--- src/rtl/dmem_lsu_pkg.sv ---
// Shared types and helpers for the dmem load/store unit: access sizes, FSM states,
// byte-lane masks and boundary-crossing detection for 8-byte beats.
package lsu_pkg;

    localparam int BEAT_BYTES = 8;
    localparam int BEAT_SHIFT = 3;

    typedef enum logic [1:0] {
        SIZE_B = 2'd0,
        SIZE_H = 2'd1,
        SIZE_W = 2'd2,
        SIZE_D = 2'd3
    } size_e;

    typedef enum logic [1:0] {
        IDLE  = 2'd0,
        BEAT1 = 2'd1,
        BEAT2 = 2'd2,
        RESP  = 2'd3
    } state_e;

    function automatic logic [7:0] byte_mask(input size_e size);
        logic [7:0] mask;
        case (size)
            SIZE_B:  mask = 8'h01;
            SIZE_H:  mask = 8'h03;
            SIZE_W:  mask = 8'h0F;
            default: mask = 8'hFF;
        endcase
        return mask;
    endfunction

    function automatic logic [63:0] bits_from_bytes(input logic [7:0] mask8);
        logic [63:0] bits;
        bits = '0;
        for (int i = 0; i < BEAT_BYTES; i++) begin
            bits[i*8 +: 8] = {8{mask8[i]}};
        end
        return bits;
    endfunction

    function automatic logic crosses(input logic [2:0] off, input size_e size);
        logic [3:0] nbytes;
        nbytes = 4'd1 << size;
        return ({1'b0, off} + nbytes) > 4'd8;
    endfunction

endpackage

--- src/rtl/dmem_lsu_if.sv ---
// Bundle of the pipeline request/response handshake and the RAM data-port signals.
// The LSU takes the slave view; the pipeline/RAM side takes the master view.
interface dmem_lsu_if #(
    parameter int ADDR_W = 64,
    parameter int DATA_W = 64
);
    logic              req_valid;
    logic              req_ready;
    logic              req_wen;
    logic [ADDR_W-1:0] req_addr;
    logic [1:0]        req_size;
    logic              req_signed;
    logic [DATA_W-1:0] req_wdata;
    logic              resp_valid;
    logic [DATA_W-1:0] resp_rdata;
    logic              resp_err;
    logic              dmem_en;
    logic [ADDR_W-1:0] dmem_addr;
    logic [DATA_W-1:0] dmem_rdata;
    logic [DATA_W-1:0] dmem_wdata;
    logic [DATA_W-1:0] dmem_wmask;
    logic              dmem_wen;

    modport slave (
        input  req_valid, req_wen, req_addr, req_size, req_signed, req_wdata, dmem_rdata,
        output req_ready, resp_valid, resp_rdata, resp_err,
        output dmem_en, dmem_addr, dmem_wdata, dmem_wmask, dmem_wen
    );

    modport master (
        output req_valid, req_wen, req_addr, req_size, req_signed, req_wdata, dmem_rdata,
        input  req_ready, resp_valid, resp_rdata, resp_err,
        input  dmem_en, dmem_addr, dmem_wdata, dmem_wmask, dmem_wen
    );
endinterface

--- src/rtl/dmem_lsu_align.sv ---
// Combinational lane steering: per-beat write data/mask shifting and the two-beat
// read merge followed by truncation and sign/zero extension.
module lsu_align
    import lsu_pkg::*;
(
    input  logic        second_beat,
    input  logic [2:0]  off,
    input  size_e       size,
    input  logic        is_signed,
    input  logic [63:0] wdata,
    input  logic [63:0] rdata_lo,
    input  logic [63:0] rdata_hi,
    output logic [63:0] lane_wdata,
    output logic [63:0] lane_wmask,
    output logic [63:0] load_data
);
    logic [5:0]  sh_bits;
    logic [6:0]  inv_bits;
    logic [15:0] mask16;
    logic [63:0] merged;
    logic [63:0] ext [3];

    assign sh_bits  = {off, 3'b000};
    assign inv_bits = 7'd64 - {1'b0, sh_bits};
    // Upper byte of mask16 holds the lanes that spill into the next beat.
    assign mask16   = {8'h00, byte_mask(size)} << off;

    assign lane_wdata = second_beat ? (wdata >> inv_bits) : (wdata << sh_bits);
    assign lane_wmask = second_beat ? bits_from_bytes(mask16[15:8])
                                    : bits_from_bytes(mask16[7:0]);

    // A 64-bit shift by 64 yields zero, so off=0 needs no special case.
    assign merged = (rdata_lo >> sh_bits) | (rdata_hi << inv_bits);

    for (genvar gi = 0; gi < 3; gi++) begin : g_ext
        localparam int W = 8 << gi;
        assign ext[gi] = {{(64-W){is_signed & merged[W-1]}}, merged[W-1:0]};
    end

    always_comb begin
        load_data = merged;
        case (size)
            SIZE_B:  load_data = ext[0];
            SIZE_H:  load_data = ext[1];
            SIZE_W:  load_data = ext[2];
            default: load_data = merged;
        endcase
    end

endmodule

--- src/rtl/dmem_lsu.sv ---
// Load/store unit in front of the RAM data port: one request at a time, 1 or 2 beats.
// LSU_MISALIGN_SPLIT_EN: defined = split 8-byte-crossing accesses, undefined = flag them via resp_err.
module dmem_lsu
    import lsu_pkg::*;
#(
    parameter int ADDR_W = 64,
    parameter int DATA_W = 64
) (
    input  logic     clk,
    input  logic     rst_n,
    dmem_lsu_if.slave bus
);
    if (DATA_W != 64) begin : g_width_check
        $error("dmem_lsu supports DATA_W=64 only");
    end

    state_e            state_reg, state_next;
    logic              wen_reg, signed_reg, cross_reg;
    logic [ADDR_W-1:0] addr_reg;
    size_e             size_reg;
    logic [63:0]       wdata_reg, beat1_reg;
    logic [63:0]       resp_rdata_reg;
    logic              resp_err_reg;

    logic              accept;
    logic              beat_live;
    logic              split_ok;
    logic [ADDR_W-1:0] beat_addr;
    logic [63:0]       lane_wdata, lane_wmask, load_data;
    logic [63:0]       rdata_lo, rdata_hi;

    assign bus.req_ready = (state_reg == IDLE) & rst_n;
    assign accept        = bus.req_valid & bus.req_ready;

`ifdef LSU_MISALIGN_SPLIT_EN
    assign split_ok = 1'b1;
`else
    assign split_ok = ~cross_reg;
`endif

    always_ff @(posedge clk) begin
        if (!rst_n) begin
            state_reg <= IDLE;
        end else begin
            state_reg <= state_next;
        end
    end

    always_comb begin
        state_next = state_reg;
        case (state_reg)
            IDLE:    if (accept) state_next = BEAT1;
            BEAT1:   state_next = (cross_reg && split_ok) ? BEAT2 : RESP;
            BEAT2:   state_next = RESP;
            default: state_next = IDLE;
        endcase
    end

    // A crossing request without splitting support is held off the RAM entirely.
    assign beat_live = (state_reg == BEAT2) || ((state_reg == BEAT1) && split_ok);
    assign beat_addr = {addr_reg[ADDR_W-1:BEAT_SHIFT], {BEAT_SHIFT{1'b0}}}
                     + ((state_reg == BEAT2) ? ADDR_W'(BEAT_BYTES) : '0);

    always_comb begin
        bus.dmem_en    = 1'b0;
        bus.dmem_wen   = 1'b0;
        bus.dmem_addr  = '0;
        bus.dmem_wdata = '0;
        bus.dmem_wmask = '0;
        if (beat_live) begin
            bus.dmem_en    = 1'b1;
            bus.dmem_wen   = wen_reg;
            bus.dmem_addr  = beat_addr;
            bus.dmem_wdata = lane_wdata;
            bus.dmem_wmask = lane_wmask;
        end
    end

    always_ff @(posedge clk) begin
        if (!rst_n) begin
            wen_reg    <= 1'b0;
            signed_reg <= 1'b0;
            cross_reg  <= 1'b0;
            addr_reg   <= '0;
            size_reg   <= SIZE_B;
            wdata_reg  <= '0;
            beat1_reg  <= '0;
        end else begin
            if (accept) begin
                wen_reg    <= bus.req_wen;
                signed_reg <= bus.req_signed;
                addr_reg   <= bus.req_addr;
                size_reg   <= size_e'(bus.req_size);
                wdata_reg  <= bus.req_wdata;
                cross_reg  <= crosses(bus.req_addr[2:0], size_e'(bus.req_size));
            end
            if (state_reg == BEAT1) begin
                beat1_reg <= bus.dmem_rdata;
            end
        end
    end

    // In BEAT2 the first beat comes from the capture register, the second is live.
    assign rdata_lo = (state_reg == BEAT2) ? beat1_reg : bus.dmem_rdata;
    assign rdata_hi = (state_reg == BEAT2) ? bus.dmem_rdata : '0;

    lsu_align u_align (
        .second_beat (state_reg == BEAT2),
        .off         (addr_reg[2:0]),
        .size        (size_reg),
        .is_signed   (signed_reg && (size_reg != SIZE_D)),
        .wdata       (wdata_reg),
        .rdata_lo    (rdata_lo),
        .rdata_hi    (rdata_hi),
        .lane_wdata  (lane_wdata),
        .lane_wmask  (lane_wmask),
        .load_data   (load_data)
    );

    always_ff @(posedge clk) begin
        if (!rst_n) begin
            resp_rdata_reg <= '0;
            resp_err_reg   <= 1'b0;
        end else if ((state_reg == BEAT2) || ((state_reg == BEAT1) && !cross_reg)) begin
            resp_rdata_reg <= wen_reg ? 64'd0 : load_data;
            resp_err_reg   <= 1'b0;
        end else if (state_reg == BEAT1 && !split_ok) begin
            resp_rdata_reg <= '0;
            resp_err_reg   <= 1'b1;
        end
    end

    always_comb begin
        bus.resp_valid = (state_reg == RESP);
        bus.resp_rdata = resp_rdata_reg;
        bus.resp_err   = resp_err_reg;
    end

endmodule

--- src/flat_wrapper.sv ---
// flat-port wrapper written by rule: the top's interface ports become plain ports
module dmem_lsu_flat import lsu_pkg::*;
#(
    parameter int ADDR_W = 64,
    parameter int DATA_W = 64
)
  (clk, rst_n, bus_req_valid, bus_req_wen, bus_req_addr, bus_req_size, bus_req_signed, bus_req_wdata, bus_dmem_rdata, bus_req_ready, bus_resp_valid, bus_resp_rdata, bus_resp_err, bus_dmem_en, bus_dmem_addr, bus_dmem_wdata, bus_dmem_wmask, bus_dmem_wen);
  dmem_lsu_if #(.ADDR_W(ADDR_W), .DATA_W(DATA_W)) bus_i ();
  input  logic clk;
  input  logic rst_n;
  input wire logic [$bits(bus_i.req_valid)-1:0] bus_req_valid;
  input wire logic [$bits(bus_i.req_wen)-1:0] bus_req_wen;
  input wire logic [$bits(bus_i.req_addr)-1:0] bus_req_addr;
  input wire logic [$bits(bus_i.req_size)-1:0] bus_req_size;
  input wire logic [$bits(bus_i.req_signed)-1:0] bus_req_signed;
  input wire logic [$bits(bus_i.req_wdata)-1:0] bus_req_wdata;
  input wire logic [$bits(bus_i.dmem_rdata)-1:0] bus_dmem_rdata;
  output wire logic [$bits(bus_i.req_ready)-1:0] bus_req_ready;
  output wire logic [$bits(bus_i.resp_valid)-1:0] bus_resp_valid;
  output wire logic [$bits(bus_i.resp_rdata)-1:0] bus_resp_rdata;
  output wire logic [$bits(bus_i.resp_err)-1:0] bus_resp_err;
  output wire logic [$bits(bus_i.dmem_en)-1:0] bus_dmem_en;
  output wire logic [$bits(bus_i.dmem_addr)-1:0] bus_dmem_addr;
  output wire logic [$bits(bus_i.dmem_wdata)-1:0] bus_dmem_wdata;
  output wire logic [$bits(bus_i.dmem_wmask)-1:0] bus_dmem_wmask;
  output wire logic [$bits(bus_i.dmem_wen)-1:0] bus_dmem_wen;
  assign bus_i.req_valid = bus_req_valid;
  assign bus_i.req_wen = bus_req_wen;
  assign bus_i.req_addr = bus_req_addr;
  assign bus_i.req_size = bus_req_size;
  assign bus_i.req_signed = bus_req_signed;
  assign bus_i.req_wdata = bus_req_wdata;
  assign bus_i.dmem_rdata = bus_dmem_rdata;
  assign bus_req_ready = bus_i.req_ready;
  assign bus_resp_valid = bus_i.resp_valid;
  assign bus_resp_rdata = bus_i.resp_rdata;
  assign bus_resp_err = bus_i.resp_err;
  assign bus_dmem_en = bus_i.dmem_en;
  assign bus_dmem_addr = bus_i.dmem_addr;
  assign bus_dmem_wdata = bus_i.dmem_wdata;
  assign bus_dmem_wmask = bus_i.dmem_wmask;
  assign bus_dmem_wen = bus_i.dmem_wen;
  dmem_lsu #(.ADDR_W(ADDR_W), .DATA_W(DATA_W)) u_core (.clk(clk), .rst_n(rst_n), .bus(bus_i));
endmodule
--- config.mk ---
export PLATFORM = sky130hd
export DESIGN_NAME = dmem_lsu_flat
export DESIGN_NICKNAME = d
export VERILOG_FILES = /design/src/rtl/dmem_lsu_pkg.sv /design/src/rtl/dmem_lsu_if.sv /design/src/rtl/dmem_lsu_align.sv /design/src/rtl/dmem_lsu.sv /design/src/flat_wrapper.sv
export SDC_FILE = /design/constraint.sdc
export NUM_CORES = 1
export LEC_CHECK = 0
export ABC_CLOCK_PERIOD_IN_PS = 4500
export BUFFER_PORTS_ARGS = -buffer_cell sky130_fd_sc_hd__buf_2
export CAP_MARGIN = 10
export CORE_ASPECT_RATIO = 0.7
export CORE_MARGIN = 3
export CORE_UTILIZATION = 30
export CTS_CLUSTER_SIZE = 30
export DETAILED_ROUTE_END_ITERATION = 8
export HOLD_SLACK_MARGIN = 0.05
export PLACE_DENSITY = 0.55
export SYNTH_ARGS = -nofsm -noshare
export SYNTH_HDL_FRONTEND = slang
export SYNTH_SLANG_ARGS = --single-unit
--- constraint.sdc ---
create_clock -name clk -period 4.5 [get_ports clk]
set_input_delay 0.9 -clock clk [delete_from_list [all_inputs] [get_ports clk]]
set_output_delay 0.9 -clock clk [all_outputs]
set_load 0.05 [all_outputs]
Word level (Yosys, flattened, before mapping)
Cells that the tools add are included.

Flip-flop bits (word level): 264. Input port bits: 199. Output and inout port bits: 261. Word-level logic and storage cells: 64.

Add/sub/neg operators: 3. Order comparisons: 1. Equal/unequal tests: 7. Shifts and indexed selects: 6. Mux-type cells: 17. Bitwise gates (word level): 8. Reduce and logical (&&, ||, !) cells: 12.

Operators with widths (count): 64-bit two-way mux (10); 64-bit one-hot mux with 3 select lines (1); 64-bit adder (1); 64-bit OR (1); 64-bit by 6-bit left shift with 64-bit output (1); 64-bit by 7-bit left shift with 64-bit output (1); 64-bit by 6-bit right shift with 64-bit output (1); 64-bit by 7-bit right shift with 64-bit output (1); 8-bit one-hot mux with 3 select lines (1); 8-bit by 3-bit left shift with 16-bit output (1); 7-bit by 6-bit subtractor with 7-bit output (first input constant) (1); 2-bit equality test (second input constant) (3); 1-bit bitwise AND (5); 3-bit by 4-bit adder with 4-bit output (1); 2-bit by 1-bit equality test with 1-bit output (second input constant) (2); 4-bit > comparator (second input constant) (1); 1-bit logical AND (4); 2-bit logical NOT (2); 4-bit two-way mux (1); 2-bit one-hot mux with 2 select lines (1); 2-bit OR reduction (2); 1-bit by 2-bit left shift with 4-bit output (first input constant) (1); 1-bit logical OR (2); 1-bit two-way mux (2); other kinds (6) (7).

Logic depth before layout (Yosys ltp)
Gate-level depths: netlist of run 1.

Word-level depth: 8. Gate-level depth with buffers: 15. Mapped depth without buffers: 10.

Hierarchy
A second synthesis of run 1 with hierarchy kept.

Cell total of the unflattened synthesis: 2666. Area, all modules: 21358.0 um^2.

Modules (own cells, without submodules): dmem_lsu (times used 1, cells each 1589, area each 13061.3 um^2, seq. area each 5285.1 um^2); lsu_align (times used 1, cells each 1077, area each 8296.7 um^2, seq. area each 0.0 um^2).

Worst setup path after synthesis of run 1
No wires, ideal clock.

Path type: register to output. Start point: register u_core.addr_reg[1]. End point: output port bus_dmem_wdata[2]. Data arrival time: 3.962 ns. Data required time: 3.600 ns. Path slack: -0.362 ns. Stages on the path, launching flop included: 15. Cells stage by stage: dfxtp_1 buf_4 inv_1 clkbuf_1 clkbuf_1 buf_1 ha_1 buf_2 buf_2 buf_2 clkbuf_1 a211oi_1 a21oi_1 mux2i_1 o21ai_0.

Word-level cells in the longest chain between the ends: 4.

Ends and longest elaborated chain: from (decl) (line dmem_lsu.sv:19) `logic [ADDR_W-1:0] addr_reg;`; from (signal assigned) (line dmem_lsu.sv:92) `addr_reg <= bus.req_addr;`; 7-bit by 6-bit subtractor with 7-bit output (line dmem_lsu_align.sv:24) `assign inv_bits = 7'd64 - {1'b0, sh_bits};`; 64-bit by 7-bit right shift with 64-bit output (line dmem_lsu_align.sv:28) `assign lane_wdata = second_beat ? (wdata >> inv_bits) : (wdata << sh_bits);`; 64-bit two-way mux (*) (line dmem_lsu_align.sv:28); 64-bit two-way mux (*) (line dmem_lsu.sv:70) `if (beat_live) begin`; to (decl) (line flat_wrapper.sv:24) `output wire logic [$bits(bus_i.dmem_wdata)-1:0] bus_dmem_wdata;`.

Mark *: on every way between the ends. The rest lies on a longest branch, timed or not.

Worst setup path after layout of run 1
Start point: register u_core.addr_reg[1]. End point: output port bus_dmem_wdata[10].

The elaborated chain is that of the path after synthesis.

==> impl_metrics.json, run 1 <==
{
  "outcome": "complete, no violations",
  "portBuffers": 456,
  "p_per_area_mw_per_mm2": 389,
  "gp_congestion": 0.979,
  "fin_setup_tns_ns": 0,
  "r2r-start": "u_core.state_reg[0]$_SDFFE_PN0P_",
  "first_iter_violations": 2645,
  "max-slew-margin-rel_pct": 35.3,
  "dpl.cell_count": 3662,
  "synth.largest_area_cell": "dfxtp_1",
  "required_ns": 3.60,
  "grt_pass1_wl_mm": 130,
  "hold_path_class": "reg -> reg",
  "dieArea_mm2": 0.0696,
  "setup_violations": 0,
  "placement.cell_area_mm2": 0.0230,
  "maxCapViolCount": 0,
  "clock_latency_ns": 0.62,
  "post-synth-top-area-fraction_pct": 26.5,
  "numCtsBuffers": 30,
  "cts.path.max_buffers": 3,
  "die_w_um": 314,
  "ys.flop_type": "dfxtp_1",
  "layout.cells.non_filler": 3732,
  "hold_violations": 0,
  "yosys_warnings": 0,
  "num_rows": 78,
  "pin_count": 460,
  "dp_hpwl_mm": 68.0,
  "clk_pin_slew_ns": 0.08,
  "wl_per_cell_um": 24.2,
  "drc_errors": 0,
  "r2r_slack_ns": 0.99,
  "drt_pre_antenna_iters": 8,
  "synthesis.instances": 2528,
  "tightest_slew_ns": 0.971,
  "critPathCaptureType": "primary output",
  "grt_util_all_layers_pct": 24.4,
  "antenna_found_initial": 21,
  "cp_slowest_stage_delay_ns": 0.78,
  "cts_sinks": 264,
  "synth-edff-count": 0,
  "postLayoutCellArea_mm2": 0.0240,
  "synth_area_leaders": "dfxtp_1 (27%), mux2i_1 (11%), nand2_1 (8.7%)",
  "synth_common_cells": "nand2_1 (462), dfxtp_1 (264), nor2_1 (233)",
  "critical_path_depth": 8,
  "vias": 20900,
  "async_flop_share_pct": 0,
  "ctsHoldBuffers": 0,
  "grt_remaining_overflow": 0,
  "crit_arrival_ns": 3.46,
  "yosysMostFrequentCell": "nand2_1",
  "design.core.area_mm2": 0.0653,
  "skew_ns": 0.0470,
  "die_h_um": 222,
  "crit_slowest_cell": "ha_4",
  "cts_root_buffer": "clkbuf_16",
  "wl_mm": 90.2,
  "cp_common_cell": "mux2i_1",
  "nets": 3030,
  "cts_tree": "built",
  "fin_hold_ws_ns": 0.449,
  "path_buf_inv": 3,
  "startpoint_type": "register",
  "layout_min_cycle_time_ns": 4.36,
  "period_share_pct": 97.0,
  "timing.rr.end": "u_core.bus.resp_rdata[59]$_SDFFE_PN0P_",
  "grt_pass1_vias": 18400,
  "path_cells": "inv_1, ha_4, buf_4, mux2i_1, o21ai_0, mux2i_1, o22ai_2, buf_2",
  "report.final.slew_viol_count": 0,
  "reg2reg_depth": 9,
  "path_delay_family": "adder cells",
  "worst-setup-path-type": "reg -> out",
  "ant_nets": 0,
  "initial_utilization_pct": 30.5,
  "hold_path_depth": 2,
  "yosysUniqueCellTypes": 80,
  "power.total_uw": 9350,
  "avgSynthCellArea_um2": 7.88,
  "min_from": "u_core.bus.resp_rdata[32]$_SDFFE_PN0P_",
  "layout-drive-gt1-share_pct": 28.1,
  "yosysSeqAreaShare_pct": 26.5,
  "netlist_area_mm2": 0.0199,
  "cp_max_fo": 60,
  "htree_levels": 1,
  "area_growth_pct": 20.6,
  "leakage_uw": 0.00947,
  "hold_end": "u_core.bus.resp_rdata[32]$_SDFFE_PN0P_",
  "viasPerCell": 5.60,
  "fmax_mhz": 229,
  "grt_max_degree": 126,
  "irDropWorstVdd_uv": 221,
  "synth_seq_cells": 264
}
-- timing repair --
| item | 4_1_cts | 5_1_grt |
|---|---|---|
| gates cloned | 0 | 1 |
| endpoints found under the setup margin | 15 | 34 |
| resized for setup | 2 | 10 |
| buffers inserted | 0 | 2 |
| pin swaps | 0 | 2 |
-- how the worst max path moves through the flow --
stage / slack (ns) / end / start
after floorplan: 0.007 / bus_dmem_wdata[58] / u_core.addr_reg[1]$_SDFFE_PN0P_
after global placement: 0.49 / bus_dmem_addr[57] / u_core.state_reg[0]$_SDFFE_PN0P_
after detailed placement: 0.42 / bus_dmem_addr[57] / u_core.state_reg[0]$_SDFFE_PN0P_
after CTS: 0.008 / bus_dmem_addr[57] / u_core.state_reg[0]$_SDFFE_PN0P_
after global routing: -0.002 / bus_dmem_addr[57] / u_core.state_reg[0]$_SDFFE_PN0P_
final: 0.14 / bus_dmem_wdata[10] / u_core.addr_reg[1]$_SDFFE_PN0P_
-- report_power, final --
group	switching, µW	total (µW)	internal [µW]
clock network	1100	2540	1440
logic	2700	3950	1240
registers	302	2870	2560
-- cell type report --
type                       count  area [µm²]
fill                        6849       41300
multi-input combinational   1962       13400
sequential                   264        5300
timing repair buffer         528        3110
tap                          880        1100
clock buffer                  40         850
clock inverter                15         139
inverter                      31         116
antenna                       12        30.0
-- metrics by stage --
stage | util [%] | setup slack (ns)
final | 36.8 | 0.136
after global routing | 36.8 | -0.00227
after CTS | 36.7 | 0.00829
after detailed placement | 35.2 | 0.424
after global placement | 35.2 | 0.495
after floorplan | - | 0.00702
-- cell usage in the layout, fill, tap and decap left out, types with 21 or more instances in the layout --
| cell type | Yosys | layout |
|---|---|---|
| a22oi_1 | 30 | 30 |
| nand3_1 | 48 | 48 |
| nand2_1 | 462 | 462 |
| nor2b_1 | 27 | 27 |
| mux4_2 | 71 | 71 |
| o21ai_0 | 218 | 210 |
| clkbuf_16 | 0 | 31 |
| dfxtp_1 | 264 | 259 |
| mux2i_1 | 222 | 222 |
| buf_2 | 43 | 438 |
| mux2_2 | 56 | 56 |
| xor2_1 | 22 | 22 |
| nor2_1 | 233 | 232 |
| xnor2_1 | 31 | 31 |
| o22ai_1 | 46 | 25 |
| a21oi_1 | 151 | 138 |
| a211oi_1 | 36 | 35 |
| buf_4 | 73 | 68 |
| inv_1 | 28 | 26 |
| o22ai_2 | 0 | 21 |
-- cell families after synthesis --
group	after synthesis	share of synthesized area, %
mux	350	22.5
flops	264	26.5
buf+inv	305	7.78
other cells	1	0.0188
compound gates	665	21.2
xor+xnor	53	2.33
fa+ha+maj	14	0.917
simple gates	876	18.7
-- routing by layer --
layer	global-route usage [%]	part of all wire (%)	vias up
met5	0	0.12	-
met4	4.94	2.3	18
met3	8.89	13	134
met2	31.1	37	1325
met1	38.1	47	9794
li1	-	-	9635
-- tightest hold or removal path: stages, from the launching register on --
cell	delay, ns
dfxtp_1	0.31
nand2_1	0.05
o21ai_1	0.05
Note: power is estimated with default switching activity, not from simulation.
==> run 2, diff against run 1 <==
--- a/config.mk
+++ b/config.mk
@@ -14,7 +14,7 @@
 export CTS_CLUSTER_SIZE = 30
 export DETAILED_ROUTE_END_ITERATION = 8
 export HOLD_SLACK_MARGIN = 0.05
-export PLACE_DENSITY = 0.55
+export PLACE_DENSITY = 0.58
 export SYNTH_ARGS = -nofsm -noshare
 export SYNTH_HDL_FRONTEND = slang
 export SYNTH_SLANG_ARGS = --single-unit
==> impl_metrics.json, run 2 (synthesis gave the netlist of run 1 again) <==
{
  "ctsHoldBuffers": 0,
  "r2r_slack_ns": 0.77,
  "wl_mm": 91.7,
  "post-route-util_pct": 37.3,
  "n_fill_cell": 6820,
  "final_cell_mix": "nand2_1 (461), buf_2 (425), dfxtp_1 (260), nor2_1 (232), mux2i_1 (222)",
  "design.core.area_mm2": 0.0653,
  "ant_nets": 0,
  "leakage_uw": 0.00954,
  "required_ns": 3.60,
  "num_rows": 78,
  "grt_util_all_layers_pct": 25.0,
  "drc_errors": 0,
  "use_met1_pct": 37.6,
  "path_buf_inv": 3,
  "dpl.cell_count": 3654,
  "cts_sinks": 264,
  "final_common_cell": "nand2_1",
  "layout_min_cycle_time_ns": 4.39,
  "crit_arrival_ns": 3.49,
  "grt_max_degree": 163,
  "portBuffers": 456,
  "antenna_found_initial": 26,
  "cts_root_buffer": "clkbuf_16",
  "path_cells": "buf_12, or3_1, nand2_1, nor2_1, buf_4, a21oi_1, a21oi_2, buf_12",
  "tightest_slew_ns": 1.28,
  "grt_use_met2_pct": 31.9,
  "gr-max-usage-layer": "met1",
  "irDropWorstVdd_uv": 285,
  "pin_count": 460,
  "nets": 3026,
  "startpoint_type": "register",
  "die_h_um": 222,
  "grt_remaining_overflow": 0,
  "dieArea_mm2": 0.0696,
  "fin_hold_ws_ns": 0.450,
  "maxCapViolCount": 0,
  "drt_pre_antenna_iters": 7,
  "htree_levels": 2,
  "cp_common_cell": "buf_12",
  "die_w_um": 314,
  "grt_pass1_wl_mm": 131,
  "hold_path_class": "reg -> reg",
  "initial_utilization_pct": 30.5,
  "hold_violations": 0,
  "max-slew-margin-rel_pct": 13.8,
  "report.final.slew_viol_count": 0,
  "critPathCaptureType": "primary output",
  "register_area_mm2": 0.00530,
  "area_growth_pct": 22.3,
  "p_per_area_mw_per_mm2": 399,
  "clock_latency_ns": 0.56,
  "grt_pass1_vias": 18600,
  "fmax_mhz": 228,
  "use_met3_pct": 10.8,
  "layout-drive-gt1-share_pct": 28.0,
  "dp_hpwl_mm": 68.0,
  "first_iter_violations": 2860,
  "period_share_pct": 97.5,
  "setup_violations": 0,
  "fin_setup_tns_ns": 0,
  "numCtsBuffers": 34,
  "cts.path.max_buffers": 3,
  "path_delay_family": "buffers and inverters",
  "cp_slowest_stage_delay_ns": 0.65,
  "cts_tree": "built",
  "clk_pin_slew_ns": 0.05,
  "power.total_uw": 9720,
  "layout.cells.non_filler": 3730,
  "worst-setup-path-type": "reg -> out",
  "skew_ns": 0.0308,
  "cp_max_fo": 162,
  "multi_input_area_mm2": 0.0134,
  "wl_per_cell_um": 24.6,
  "viasPerCell": 5.65,
  "outcome": "complete, no violations",
  "gp_congestion": 0.974,
  "crit_slowest_cell": "or3_1",
  "vias": 21100
}
[run 2: cell types whose count changed in the layout (fill, tap and decap cells not counted), moves of 2 or more]
| cell | change |
|---|---|
| buf_12 | +15 |
| buf_2 | -13 |
| buf_4 | -10 |
| bufinv_16 | +2 |
| clkbuf_1 | +2 |
| clkbuf_16 | +4 |
| clkinv_2 | -5 |
| clkinv_4 | +2 |
| clkinv_8 | +2 |
| diode_2 | +3 |
| nor4_1 | -2 |
| nor4_2 | +2 |
[run 2: worst reg2reg max path, cell delays in order, from the launching register on]
cell and delay (ns):
dfxtp_1 0.38, inv_2 0.13, ha_4 0.45, buf_4 0.47, mux2_2 0.42, a222oi_1 0.66
nand4_1 0.16, and3_1 0.30, a21oi_4 0.15, buf_4 0.37, o31ai_2 0.09
[run 2: area by class of cell]
type                            count  area share (%)
Multi-Input combinational cell   1962            55.0
Sequential cell                   264            21.7
Timing Repair Buffer              520            13.4
Tap cell                          880            4.52
Clock buffer                       45            3.87
Clock inverter                     13           0.826
Inverter                           31           0.477
Antenna cell                       15           0.154
[run 2: through the flow]
step / instance area, µm² / setup WS (ns)
finish: 24400 / 0.112
global route: 24400 / -0.0345
CTS: 24300 / 0.00424
detailed placement: 23100 / 0.386
global placement: 23100 / 0.486
floorplan: 20100 / 0.00702
[run 2: path summary, 6_finish.rpt]
check,depth (start not counted),to,startpoint
setup / recovery,8,bus_dmem_wdata[47],u_core.addr_reg[0]$_SDFFE_PN0P_
hold / removal,2,u_core.bus.resp_rdata[52]$_SDFFE_PN0P_,u_core.bus.resp_rdata[52]$_SDFFE_PN0P_
setup reg to reg,10,u_core.bus.resp_rdata[62]$_SDFFE_PN0P_,u_core.state_reg[0]$_SDFFE_PN0P_
hold reg to reg,2,u_core.bus.resp_rdata[52]$_SDFFE_PN0P_,u_core.bus.resp_rdata[52]$_SDFFE_PN0P_
[run 2: per-layer routing]
metal	wire [µm]	vias up	share of wire [%]
li1	-	9637	-
met1	41500	9968	45
met2	34900	1335	38
met3	13500	125	15
met4	1680	20	1.8
met5	119	-	0.13
[run 2: power by group]
part / total [µW] / switching, µW / internal, µW / leakage (µW)
Sequential: 2860 / 293 / 2560 / 0.00216
Clock: 2860 / 1140 / 1710 / 0.000556
Combinational: 4000 / 2730 / 1270 / 0.00682
[run 2: what timing repair did]
item | in CTS | in global routing
cloned | 0 | 1
endpoints found under the setup margin | 15 | 25
hold endpoints to repair | 0 | 0
buffers inserted | 0 | 2
pin swaps | 0 | 1
gates resized for setup | 4 | 14
